**config.mk**
```make
export PLATFORM = sky130hd
export DESIGN_NAME = ccff_loader
export DESIGN_NICKNAME = d
export VERILOG_FILES = /design/src/rtl/ccff_loader.sv
export SDC_FILE = /design/constraint.sdc
export NUM_CORES = 1
export LEC_CHECK = 0
export CORE_MARGIN = 2
export CORE_UTILIZATION = 54
export DETAILED_ROUTE_END_ITERATION = 6
export PLACE_DENSITY = 0.84
export SLEW_MARGIN = 10
export SYNTH_ARGS = -nofsm -noshare
export SYNTH_HDL_FRONTEND = slang
export SYNTH_SLANG_ARGS = --single-unit
```
**constraint.sdc**
```tcl
create_clock -name clk -period 3.5 [get_ports clk]
set_input_delay 0.7 -clock clk [delete_from_list [all_inputs] [get_ports clk]]
set_output_delay 0.7 -clock clk [all_outputs]
set_load 0.1 [all_outputs]
```
**src/rtl/ccff_loader.sv**
```systemverilog
// Serial loader for the fabric configuration flip-flop chain: accepts words, shifts CHAIN_LEN bits MSB-first.
// Optional CRC-16 readback of the chain is enabled with `define CCFF_LOADER_READBACK_EN.
module ccff_loader #(
  parameter int CHAIN_LEN = 16,
  parameter int WORD_W    = 8,
  parameter int CNT_W     = $clog2(CHAIN_LEN + 1)
) (
  input  logic             clk,
  input  logic             rst_n,
  input  logic             start,
  input  logic [WORD_W-1:0] word_data,
  input  logic             word_valid,
  output logic             word_ready,
  output logic             ccff_head,
  output logic             ccff_shift_en,
  input  logic             ccff_tail,
  output logic             config_done,
  output logic             busy,
  output logic             error,
  output logic [CNT_W-1:0] bit_count
);

  localparam int IDX_W = $clog2(WORD_W + 1);
  localparam logic [CNT_W-1:0] LAST_BIT = CNT_W'(CHAIN_LEN - 1);
  localparam logic [IDX_W-1:0] LAST_IDX = IDX_W'(WORD_W - 1);

`ifdef CCFF_LOADER_READBACK_EN
  typedef enum logic [2:0] {
    S_IDLE   = 3'd0,
    S_LOAD   = 3'd1,
    S_SHIFT  = 3'd2,
    S_VERIFY = 3'd3,
    S_DONE   = 3'd4,
    S_ERROR  = 3'd5
  } state_t;
`else
  typedef enum logic [1:0] {
    S_IDLE  = 2'd0,
    S_LOAD  = 2'd1,
    S_SHIFT = 2'd2,
    S_DONE  = 2'd3
  } state_t;
`endif

  state_t            state_r, state_s;
  logic [WORD_W-1:0] sreg_r, sreg_s;
  logic [CNT_W-1:0]  cnt_r, cnt_s;
  logic [IDX_W-1:0]  idx_r, idx_s;

`ifdef CCFF_LOADER_READBACK_EN
  logic [15:0] crc_in_r, crc_in_s;
  logic [15:0] crc_out_r, crc_out_s;
  logic [15:0] crc_out_final_s;

  // One bit of CRC-16-CCITT (poly 0x1021), data fed MSB-first.
  function automatic logic [15:0] crc16_step(input logic [15:0] crc, input logic din);
    logic fb;
    fb = crc[15] ^ din;
    crc16_step = {crc[14:0], 1'b0} ^ (fb ? 16'h1021 : 16'h0000);
  endfunction
`else
  logic unused_tail_s;
  assign unused_tail_s = ccff_tail;
`endif

  // State and datapath registers.
  always_ff @(posedge clk or negedge rst_n) begin
    if (!rst_n) begin
      state_r   <= S_IDLE;
      sreg_r    <= '0;
      cnt_r     <= '0;
      idx_r     <= '0;
`ifdef CCFF_LOADER_READBACK_EN
      crc_in_r  <= 16'hFFFF;
      crc_out_r <= 16'hFFFF;
`endif
    end else begin
      state_r   <= state_s;
      sreg_r    <= sreg_s;
      cnt_r     <= cnt_s;
      idx_r     <= idx_s;
`ifdef CCFF_LOADER_READBACK_EN
      crc_in_r  <= crc_in_s;
      crc_out_r <= crc_out_s;
`endif
    end
  end

  // Next-state and datapath update.
  always_comb begin
    state_s = state_r;
    sreg_s  = sreg_r;
    cnt_s   = cnt_r;
    idx_s   = idx_r;
`ifdef CCFF_LOADER_READBACK_EN
    crc_in_s        = crc_in_r;
    crc_out_s       = crc_out_r;
    crc_out_final_s = crc16_step(crc_out_r, ccff_tail);
`endif
    case (state_r)
      S_IDLE, S_DONE
`ifdef CCFF_LOADER_READBACK_EN
      , S_ERROR
`endif
      : begin
        if (start) begin
          state_s = S_LOAD;
          cnt_s   = '0;
          idx_s   = '0;
`ifdef CCFF_LOADER_READBACK_EN
          crc_in_s  = 16'hFFFF;
          crc_out_s = 16'hFFFF;
`endif
        end else begin
          state_s = state_r;
        end
      end
      S_LOAD: begin
        if (word_valid) begin
          sreg_s  = word_data;
          idx_s   = '0;
          state_s = S_SHIFT;
        end else begin
          state_s = S_LOAD;
        end
      end
      S_SHIFT: begin
        sreg_s = sreg_r << 1;
        cnt_s  = cnt_r + CNT_W'(1);
        idx_s  = idx_r + IDX_W'(1);
`ifdef CCFF_LOADER_READBACK_EN
        crc_in_s = crc16_step(crc_in_r, sreg_r[WORD_W-1]);
`endif
        // Chain length wins over word boundary: leftover bits of the last word are dropped.
        if (cnt_r == LAST_BIT) begin
`ifdef CCFF_LOADER_READBACK_EN
          state_s = S_VERIFY;
          cnt_s   = '0;
`else
          state_s = S_DONE;
`endif
        end else if (idx_r == LAST_IDX) begin
          state_s = S_LOAD;
        end else begin
          state_s = S_SHIFT;
        end
      end
`ifdef CCFF_LOADER_READBACK_EN
      S_VERIFY: begin
        cnt_s     = cnt_r + CNT_W'(1);
        crc_out_s = crc_out_final_s;
        if (cnt_r == LAST_BIT) begin
          state_s = (crc_out_final_s == crc_in_r) ? S_DONE : S_ERROR;
        end else begin
          state_s = S_VERIFY;
        end
      end
`endif
      default: begin
        state_s = S_IDLE;
      end
    endcase
  end

  assign bit_count   = cnt_r;
  assign word_ready  = (state_r == S_LOAD);
  assign config_done = (state_r == S_DONE);

`ifdef CCFF_LOADER_READBACK_EN
  assign ccff_shift_en = (state_r == S_SHIFT) || (state_r == S_VERIFY);
  // During readback the chain recirculates so its contents survive verification.
  assign ccff_head     = (state_r == S_VERIFY) ? ccff_tail :
                         ((state_r == S_SHIFT) ? sreg_r[WORD_W-1] : 1'b0);
  assign busy          = (state_r == S_LOAD) || (state_r == S_SHIFT) || (state_r == S_VERIFY);
  assign error         = (state_r == S_ERROR);
`else
  assign ccff_shift_en = (state_r == S_SHIFT);
  assign ccff_head     = (state_r == S_SHIFT) ? sreg_r[WORD_W-1] : 1'b0;
  assign busy          = (state_r == S_LOAD) || (state_r == S_SHIFT);
  assign error         = 1'b0;
`endif

endmodule
```
Word-level counts from Yosys, hierarchy flattened:

Index checks and enable logic that the tools add are counted.

* register bits after elaboration: 19
* input port bits: 13
* output and inout bits: 11

* $add $sub $neg: 2
* eq/ne operators: 7
* multiplexer cells: 13
* reductions and logical operators: 8

Operators with widths (count)
* 8-bit one-hot mux with 2 select lines: 1
* 4-bit one-hot mux with 3 select lines: 1
* 5-bit one-hot mux with 2 select lines: 1
* 2-bit 2-to-1 mux: 4
* 4-bit 2-to-1 mux: 2
* 8-bit 2-to-1 mux: 1
* 2-bit one-hot mux with 3 select lines: 1
* 2-bit AND reduction: 3
* 5-bit by 1-bit adder with 5-bit output, second input constant: 1
* 5-bit by 4-bit equality test with 1-bit output, second input constant: 1
* 5-bit 2-to-1 mux: 1
* 4-bit by 1-bit adder with 4-bit output, second input constant: 1
* 2-bit equality test, second input constant: 2
* 4-bit by 3-bit equality test with 1-bit output, second input constant: 1
* 2-bit != test, second input constant: 2
* 2-bit nonzero test: 2
* 2-bit by 1-bit equality test with 1-bit output, second input constant: 1
* 2-bit zero test: 1
* 2-bit OR reduction: 1
* 1-bit logical OR: 1
* 1-bit 2-to-1 mux: 1

Depth between registers and ports, before layout:

* depth in word-level cells: 4
* depth in mapped cells: 7
* depth with buffers taken out: 5

Least setup slack after synthesis:

OpenSTA, ideal clock, no wires.

* kind: reg2out
* start point: reg state_r[0]
* end point: out ccff_head
* data arrival time: 2.484 ns
* data required time: 2.800 ns
* path slack: 0.316 ns
* cell stages (with the launch flop): 6
* cell sequence: dfrtp_1 inv_1 ha_1 buf_2 buf_2 and2_1

* word-level cells in the longest chain between the ends: 2

Ends and longest elaborated chain
* start: declaration: RTL line 45 `state_t state_r, state_s;`
* start signal: assignment: RTL line 78 `state_r <= state_s;`
* 2-bit equality test
* net ccff_shift_en: RTL line 15 `output logic ccff_shift_en,`
* 1-bit 2-to-1 mux: RTL line 178 `assign ccff_head = (state_r == S_SHIFT) ? sreg_r[WORD_W-1] : 1'b0;`
* end: declaration: RTL line 14 `output logic ccff_head,`

The timed path passes the listed nets, and every way through them passes these cells.

Worst setup path after layout:

* start point: reg cnt_r[2] (netlist: bit_count[2])
* end point: out bit_count[2]

RTL lines
* start: declaration: RTL line 47 `logic [CNT_W-1:0] cnt_r, cnt_s;`
* start signal: assignment: RTL line 80 `cnt_r <= cnt_s;`
* end: declaration: RTL line 20 `output logic [CNT_W-1:0] bit_count`

No word-level cell between the ends.

==> metrics <==
outcome=finished clean; Final nets=around 160; unrepaired setup endpoints after global routing=no; Int Power=~530 uW; RR Startpoint=state_r[1]$_DFFE_PN0N_; Placer Congestion=0.726; post_cts resized=0; slowest CP cell=clkdlybuf4s50_1; syn avg cell area=between 9 and 10 sq um; final period demand of the worst path=about 2.6 ns; drt first pass iters=4; Antenna Violating Nets Remaining=0; vias=approximately 1000; initial antenna violation count=0; Die Ht=50.2 um; clk slew on worst S/H paths=between 0.1 and 0.15 ns; max_slew headroom=0.339; fin crit share=0.746; Post-Syn Instances=about 130; total power=1070 uW; # DRC=0; Final Hold Fails=0; YS warnings=0; PortBufs=21; Hold WC Path Type=reg -> reg; post-CTS setup repair buffer count=0; CP arrival=1.91 ns; worst-skew pair later-pin latency=around 0.30 ns; CP Capture Type=output pin; CTS tree=yes; WL per Instance=14.3 um; H-tree depth=1; Slew Viols, Final=0; worst path required time=approximately 2.8 ns; setup_tns=0 ns; die width=50.2 um; Final Core Density=0.686; P_sw=543 uW; Area Overhead vs Synth=17.7%; CP top delay family=buffers and inverters; pwr dens=790 nW/um^2; CP endpoint=bit_count[2]; CTS Buf Count=3; fmax=roughly 0.38 GHz; Cells after DPL=roughly 170; Reg-to-Reg End=idx_r[3]$_DFFE_PN0P_; DR iter-0 viols=27; worst reg2reg setup slack=~1.5 ns; io pins=24; Starting Density=0.583; Tot GR Track Use=0.215; via count of the first global-routing pass=roughly 930; Stages on worst setup path=1; post-route insts no fill=~170; WP buf/inv=1; ANT cells=0; post-DP HPWL=approximately 1700 um; Cell Area, Synth=between 1000 and 1500 sq um; delay of the slowest critical-path stage=1.18 ns; syn nets=around 150; worst-path maximum fanout=6; total leakage power=just under 0.0006 uW; sequential fraction of design power=0.310; cell count of the worst reg-to-reg path=5; peak supply drop=between 500 and 600 uV; crit-path cells=clkdlybuf4s50_1; GR Overflow Total=0; layout cells sized above 1=0.0775; clk root buf=clkbuf_4; area of the core=around 2000 sq um; number of max-cap violations=0; CTS Hold Bufs=0; first-pass GRT wire length=roughly 4200 um; Startpoint Class=flip-flop; clock share of power=0.106; clk_skew=about 0.0023 ns; flops & latches, synth=19; num rows=16; Switching Fraction=0.506; kind of critical path=reg -> out; Synth cell types=33; die area=approximately 2500 sq um; pin count of the biggest net entering global routing=21; combinational share of power=0.585; clk sink count=19; Worst Setup SP=bit_count[2]$_DFFE_PN0P_; final setup fails=0; clk buf depth=2; final wirelength=~2400 um; Worst Max-Slew Pin Slew=0.988 ns; sequential share of the synthesized area=0.412; vias per cell=5.89
[state kept, by name, summed over array words and instances (netlist names)]
register / flops
idx_r: 4
bit_count: 5
state_r: 2
sreg_r: 8
[power by group through the flow]
| stage | combinational (uW) | clock (uW) | sequential [uW] |
|---|---|---|---|
| 2_1_floorplan | 496 | 0 | 360 |
| 3_3_place_gp | 609 | 0 | 334 |
| 3_5_place_dp | 629 | 0 | 336 |
| 4_1_cts | 628 | 118 | 333 |
| 5_1_grt | 683 | 125 | 343 |
| 6_report | 628 | 113 | 332 |
[cell usage in the layout, fill, tap and decap left out, types with 2 or more instances in the layout]
cell	synthesis	layout
a21oi_1	9	9
a221o_1	7	7
a31oi_1	2	2
and3_1	2	2
buf_4	2	6
clkbuf_4	0	3
clkdlybuf4s50_1	0	16
dfrtp_1	19	19
ha_1	6	6
inv_1	6	6
nand2_1	10	10
nand2b_1	11	11
nand3_1	11	11
nor2_1	2	2
nor3_1	2	2
o21ai_0	11	11
o221ai_1	2	2
[metrics by stage]
step	area, sq um	hold slack, ns	worst slack (ns)
final	1360	0.512	0.889
after global routing	1360	0.548	0.829
after CTS	1360	0.523	0.872
after detailed placement	1330	0.499	1.07
after global placement	1330	0.497	1.07
after floorplan	1150	0.404	0.316
[cell type report]
cell class / instances / area [sq um]
inverter: 6 / 22.5
tap: 27 / 33.8
sequential: 19 / 475
multi-input combinational: 91 / 596
timing repair buffer: 22 / 205
fill: 139 / 623
clock buffer: 4 / 26.3
[metal layers]
metal	wire length, um	GRT usage	up-vias	share of wire
met5	0	0	-	0
met4	12	0.0278	0	0.0050
met3	131	0.0625	3	0.054
met2	1140	0.357	28	0.47
met1	1130	0.285	479	0.47
li1	-	-	485	-
[logic make-up after synthesis]
| family | share of synthesized area |
|---|---|
| and+or+nand+nor | 0.228 |
| buffers and inverters | 0.0726 |
| adders and majority gates | 0.0650 |
| other | 0.00325 |
| AOI/OAI and AO/OA | 0.220 |
| DFF | 0.412 |
[cell usage after synthesis]
master	instances	area, sq um
conb_1	1	3.75
or3_1	1	6.26
a31oi_1	2	12.5
dfrtp_1	19	475
nand2_1	10	37.5
ha_1	6	75.1
nand3_1	11	55.1
inv_1	6	22.5
or3b_1	1	8.76
o311ai_1	1	8.76
nand2b_1	11	68.8
a32o_1	1	10.0
nor3_1	2	10.0
nand3b_1	1	7.51
nor2b_2	1	8.76
and2_0	1	6.26
and3_1	2	12.5
a221o_1	7	70.1
a311o_1	1	10.0
o221ai_1	2	17.5
o21ai_0	11	55.1
a211o_1	1	8.76
nor2b_4	1	13.8
a21oi_1	9	45.0
buf_2	7	35.0
nor2_1	2	7.51
o211ai_1	1	7.51
buf_4	2	15.0
and2_1	1	6.26
buf_6	1	11.3
o2bb2ai_1	1	8.76
nor2b_1	1	6.26
or4_1	1	7.51
[worst min path at each step]
stage / startpoint / to / slack [ns] / cells after the start
6_report: sreg_r[0]$_DFFE_PN0P_ / sreg_r[0]$_DFFE_PN0P_ / 0.51 / 2
5_1_grt: bit_count[4]$_DFFE_PN0P_ / bit_count[4]$_DFFE_PN0P_ / 0.55 / 1
3_3_place_gp: sreg_r[0]$_DFFE_PN0P_ / sreg_r[0]$_DFFE_PN0P_ / 0.50 / 2
4_1_cts: sreg_r[0]$_DFFE_PN0P_ / sreg_r[0]$_DFFE_PN0P_ / 0.52 / 2
2_1_floorplan: rst_n / bit_count[0]$_DFFE_PN0P_ / 0.40 / 0
3_5_place_dp: sreg_r[0]$_DFFE_PN0P_ / sreg_r[0]$_DFFE_PN0P_ / 0.50 / 2
No activity file was read; power rests on OpenSTA's default activity.
